[src/rtl/pipe_pkg.sv]
// Shared types for the EXE->MEM pipeline register.
// Holds the state encoding, payload layout and default widths.
package pipe_pkg;

    localparam int DATA_W_DEF = 32;
    localparam int DEST_W_DEF = 4;
    localparam int CTL_W = 3;

    typedef enum logic [1:0] {
        EMPTY = 2'd0,
        ONE   = 2'd1,
        FULL  = 2'd2
    } state_e;

    typedef struct packed {
        logic                  wb_en;
        logic                  mem_r_en;
        logic                  mem_w_en;
        logic [DEST_W_DEF-1:0] dest;
        logic [DATA_W_DEF-1:0] alu_res;
        logic [DATA_W_DEF-1:0] val_rm;
    } exe_mem_payload_t;

    function automatic int payload_w(int data_w, int dest_w);
        return CTL_W + dest_w + 2 * data_w;
    endfunction

endpackage

[src/rtl/skid_entry.sv]
// One buffered payload slot with a valid bit.
// kill drops the slot and zeroes its control bits; data is kept.
module skid_entry
    import pipe_pkg::*;
#(
    parameter int W = payload_w(DATA_W_DEF, DEST_W_DEF)
) (
    input  logic         clk,
    input  logic         rst,
    input  logic         load,
    input  logic         kill,
    input  logic         pop,
    input  logic [W-1:0] d,
    output logic [W-1:0] q,
    output logic         valid
);

    always_ff @(posedge clk or negedge rst) begin
        if (!rst) begin
            q     <= '0;
            valid <= 1'b0;
        end else if (kill) begin
            valid           <= 1'b0;
            q[W-1 -: CTL_W] <= '0;
        end else if (load) begin
            q     <= d;
            valid <= 1'b1;
        end else if (pop) begin
            valid <= 1'b0;
        end
    end

endmodule

[src/rtl/exe_mem_skid_reg.sv]
// EXE->MEM pipeline register with a two-entry skid buffer.
// in_ready depends only on held entries, never on out_ready.
module exe_mem_skid_reg
    import pipe_pkg::*;
#(
    parameter int DATA_W = DATA_W_DEF,
    parameter int DEST_W = DEST_W_DEF
) (
    input  logic              clk,
    input  logic              rst,
    input  logic              flush,
    input  logic              in_valid,
    output logic              in_ready,
    input  logic              wb_en_in,
    input  logic              mem_r_en_in,
    input  logic              mem_w_en_in,
    input  logic [DEST_W-1:0] dest_in,
    input  logic [DATA_W-1:0] alu_res_in,
    input  logic [DATA_W-1:0] val_rm_in,
    output logic              out_valid,
    input  logic              out_ready,
    output logic              wb_en_out,
    output logic              mem_r_en_out,
    output logic              mem_w_en_out,
    output logic [DEST_W-1:0] dest_out,
    output logic [DATA_W-1:0] alu_res_out,
    output logic [DATA_W-1:0] val_rm_out,
    output logic [1:0]        count
);

    typedef struct packed {
        logic              wb_en;
        logic              mem_r_en;
        logic              mem_w_en;
        logic [DEST_W-1:0] dest;
        logic [DATA_W-1:0] alu_res;
        logic [DATA_W-1:0] val_rm;
    } payload_t;

    localparam int PW = $bits(payload_t);

    payload_t in_p;
    payload_t main_d;
    payload_t main_q;
    payload_t skid_q;
    logic     main_v;
    logic     skid_v;
    state_e   state;
    logic     accept;
    logic     consume;
    logic     main_load;
    logic     main_from_skid;
    logic     main_pop;
    logic     skid_load;
    logic     skid_pop;

    assign in_p = '{
        wb_en:    wb_en_in,
        mem_r_en: mem_r_en_in,
        mem_w_en: mem_w_en_in,
        dest:     dest_in,
        alu_res:  alu_res_in,
        val_rm:   val_rm_in
    };

    // SKID only fills behind MAIN, so the two valid bits are the state
    always_comb begin
        state = EMPTY;
        if (skid_v)
            state = FULL;
        else if (main_v)
            state = ONE;
    end

    assign in_ready = (state != FULL);
    assign accept   = in_valid & in_ready;
    assign consume  = main_v & out_ready;

    always_comb begin
        main_load      = 1'b0;
        main_from_skid = 1'b0;
        main_pop       = 1'b0;
        skid_load      = 1'b0;
        skid_pop       = 1'b0;
        if (!flush) begin
            unique case (state)
                EMPTY: main_load = accept;
                ONE: begin
                    if (accept)
                        main_load = consume;
                    skid_load = accept & ~consume;
                    main_pop  = consume & ~accept;
                end
                FULL: begin
                    main_load      = consume;
                    main_from_skid = consume;
                    skid_pop       = consume;
                end
                default: ;
            endcase
        end
    end

    assign main_d = main_from_skid ? skid_q : in_p;

    skid_entry #(.W(PW)) u_main (
        .clk   (clk),
        .rst   (rst),
        .load  (main_load),
        .kill  (flush),
        .pop   (main_pop),
        .d     (main_d),
        .q     (main_q),
        .valid (main_v)
    );

    skid_entry #(.W(PW)) u_skid (
        .clk   (clk),
        .rst   (rst),
        .load  (skid_load),
        .kill  (flush),
        .pop   (skid_pop),
        .d     (in_p),
        .q     (skid_q),
        .valid (skid_v)
    );

    assign out_valid    = main_v;
    assign wb_en_out    = main_q.wb_en & main_v;
    assign mem_r_en_out = main_q.mem_r_en & main_v;
    assign mem_w_en_out = main_q.mem_w_en & main_v;
    assign dest_out     = main_q.dest;
    assign alu_res_out  = main_q.alu_res;
    assign val_rm_out   = main_q.val_rm;
    assign count        = state;

endmodule

[config.mk]
export PLATFORM = sky130hd
export DESIGN_NAME = exe_mem_skid_reg
export DESIGN_NICKNAME = d
export VERILOG_FILES = /design/src/rtl/pipe_pkg.sv /design/src/rtl/skid_entry.sv /design/src/rtl/exe_mem_skid_reg.sv
export SDC_FILE = /design/constraint.sdc
export NUM_CORES = 1
export LEC_CHECK = 0
export ABC_AREA = 1
export CORE_MARGIN = 2
export CORE_UTILIZATION = 45
export CTS_CLUSTER_SIZE = 20
export DETAILED_ROUTE_END_ITERATION = 16
export PLACE_DENSITY = 0.72
export SKIP_CTS_REPAIR_TIMING = 1
export SLEW_MARGIN = 20
export SYNTH_ARGS = -nofsm -noshare
export SYNTH_HDL_FRONTEND = slang
export SYNTH_SLANG_ARGS = --single-unit
[constraint.sdc]
create_clock -name clk -period 4.2 [get_ports clk]
set_clock_uncertainty 0.15 [all_clocks]
set_input_delay 0.84 -clock clk [delete_from_list [all_inputs] [get_ports clk]]
set_output_delay 0.84 -clock clk [all_outputs]
set_load 0.02 [all_outputs]
==> Implementation_results.wiki <==
{| class="wikitable"
! Metric !! Value
|-
| Run status || complete, no violations
|-
| Post-detailed-route via-to-cell ratio || 4.905
|-
| Fraction of layout cells with a size suffix above 1 || 5.462%
|-
| Relative slew margins || around 45%
|-
| Post-DP HPWL || 10.35 mm
|-
| Via count of the first global-routing pass || 5651
|-
| I/O Pins || 151
|-
| Number of buffers inserted during clock tree synthesis || 17
|-
| Cell at the root of the clock tree || clkbuf_16
|-
| Total nets after synthesis || 1015
|-
| Overall routing resource usage || 21.18%
|-
| Via count of the routed design || 5974
|-
| Setup-failing EPs final || 0
|-
| Critical path required time || between 3000 and 4000 ps
|-
| Routability congestion estimate || 0.7567
|-
| Final worst path period need || 2701 ps
|-
| Cell total after placement || 1186
|-
| Number of maximum-capacitance constraint violations || 0
|-
| Leading cell types in the layout, fill and taps excluded || nand2_1 (504), clkdlybuf4s50_1 (149), nand3_1 (146)
|-
| Final net count || 1070
|-
| Final instance count without filler cells || about 1.2k
|-
| Remaining antenna violation count after routing || 0
|-
| Clock latency reported for the late side of the worst-skew pair || just over 400 ps
|-
| Maximum level of the CTS H-tree || 4
|-
| Pin count of the biggest net entering global routing || slightly above 80
|-
| Violation count after the first detailed-routing iteration || roughly 540
|-
| Cell Rows || 45
|-
| Maximum clock insertion buffer count || 2
|-
| Clock-pin transition on the worst setup and hold timing paths || 60 ps
|-
| Post-DR wirelength/cell || between 10 and 15 um
|-
| Critical path class || flop to output pin
|-
| Most common cell after layout, fill and taps aside || nand2_1
|-
| Power Density || roughly 500 mW/mm2
|-
| Area fraction of the dominant cell type after synthesis || 50.67%
|-
| Total gr overflow || 0
|-
| Die H || 129.7 um
|-
| Starting density of the core || 46.44%
|-
| Total area of sequential cells || 0.003603 mm2
|-
| RSZ-0062 raised after global routing || false
|-
| Finished Core Util || just under 60%
|-
| Wire length of the first global-routing pass || 28.32 mm
|-
| Number of distinct library cells after synthesis || 14
|-
| Remaining routing DRC violations || 0
|-
| Area taken by multi-input logic gates || 0.002688 mm2
|-
| Most area-hungry cell type in the Yosys netlist || dfrtp_1
|-
| Layout Area Growth over Synthesis || 24.40%
|-
| Width of the die || 129.7 um
|-
| Synthesized netlist cell count || ~940
|-
| Antenna violations before repair || 0
|-
| Transition time at the pin with the least slew margin || 816.8 ps
|-
| Top cells by area, synth || dfrtp_1 (51%), nand2_1 (27%), nand3_1 (10%)
|-
| Synth Area per Inst || between 7 and 8 um2
|-
| Max IR drop VDD || 0.0002669 V
|-
| Total Wirelength || 16.92 mm
|-
| Area of the mapped netlist || 0.007112 mm2
|-
| Number of buffers added on ports || 150
|-
| TritonCTS clock tree || yes
|-
| Classification of the worst-slack hold path || flop to flop
|-
| TritonCTS Sinks || around 140
|-
| Total of flip-flops plus latches after synthesis || 144
|-
| TritonRoute pass-1 iters || 5
|-
| Accumulated negative setup slack || 0 ps
|-
| Crit path DAT || 1710 ps
|-
| Design Power || 4371 uW
|-
| Max Slew Vio Count || 0
|-
| Register area share after synthesis || 50.67%
|-
| Number of antenna diodes || 0
|-
| Category of the worst setup path capture point || output pin
|-
| Core footprint || 0.01531 mm2
|-
| Upper clock frequency limit || about 370 MHz
|-
| Highest net fanout along the worst path || 8
|-
| Layout fillers || 1423
|-
| Part of the cycle the worst path needs || 64.32%
|-
| Total leakage power || 0.004647 uW
|-
| Die ar. || around 0.017 mm2
|-
| Startpoint type of the worst setup path || flop
|-
| Count of warnings emitted by yosys || 0
|-
| Count of final hold-check violations || 0
|}
## per-layer routing
metal | vias to the layer above | routed length, um | GRT usage (%)
met2 | 181 | 7864 | 33.26
met4 | 0 | 133 | 6.262
met1 | 2815 | 7908 | 29.42
li1 | 2966 | - | -
met3 | 12 | 1010 | 5.125
met5 | - | 0 | 0
## through the flow
stage	setup WS (ps)	area (um2)	hold slack, ps
global route	1353	8847	338.3
global placement	1340	8210	304.1
CTS	1435	8847	323.9
floorplan	2317	7112	292.5
detailed placement	1318	8210	308.9
finish	1499	8847	319.5
## power breakdown
part           internal, uW  total, uW  switching [uW]
clock                  1030       1600             572
combinational           420        921             502
sequential             1680       1850             164
total                  3130       4370            1240
## path summary, 6_finish.rpt
check / endpoint / slack (ps) / startpoint / cells past startpoint
max: count[0] / 1500 / u_main.valid$_DFFE_PN0P_ / 3
max reg2reg: u_skid.q[14]$_DFFE_PN0P_ / 2120 / u_skid.valid$_DFFE_PN0P_ / 7
min: u_skid.q[60]$_DFFE_PN0P_ / 320 / u_skid.q[60]$_DFFE_PN0P_ / 2
max in group asynchronous: u_skid.q[34]$_DFFE_PN0P_ / 2760 / rst / 2
min reg2reg: u_skid.q[60]$_DFFE_PN0P_ / 320 / u_skid.q[60]$_DFFE_PN0P_ / 2
min in group asynchronous: u_main.q[67]$_DFFE_PN0P_ / 330 / rst / 1
## registers in the layout, summed over array words and instances (netlist names)
signal,cells
u_main.valid,1
u_main.q,71
u_skid.q,71
u_skid.valid,1
## synth_stat cells
| cell type | count |
|---|---|
| nor2_4 | 2 |
| inv_1 | 6 |
| nand3_1 | 146 |
| nor2_1 | 2 |
| dfrtp_1 | 144 |
| nand3_2 | 1 |
| buf_6 | 1 |
| buf_2 | 31 |
| clkbuf_1 | 18 |
| nand2_2 | 3 |
| buf_4 | 71 |
| buf_1 | 5 |
| inv_2 | 4 |
| nand2_1 | 505 |
## cell type report
type / instances / area share (%)
tap: 211 / 2.984
inverter: 10 / 0.4243
sequential: 144 / 40.73
clock buffer: 24 / 5.784
multi-input combinational: 659 / 30.38
timing repair buffer: 162 / 18.29
clock inverter: 8 / 1.414
## critical path: stages, from the launching register on
cell and delay, ps:
dfrtp_1 480, inv_1 70, nor2_1 100, clkdlybuf4s50_1 650
## logic make-up after synthesis
group                  after synthesis  synth area share, %
buffers and inverters              136                11.58
flip-flops                         144                50.67
AND/OR/NAND/NOR                    659                37.76
No activity file was read; power rests on OpenSTA's default activity.
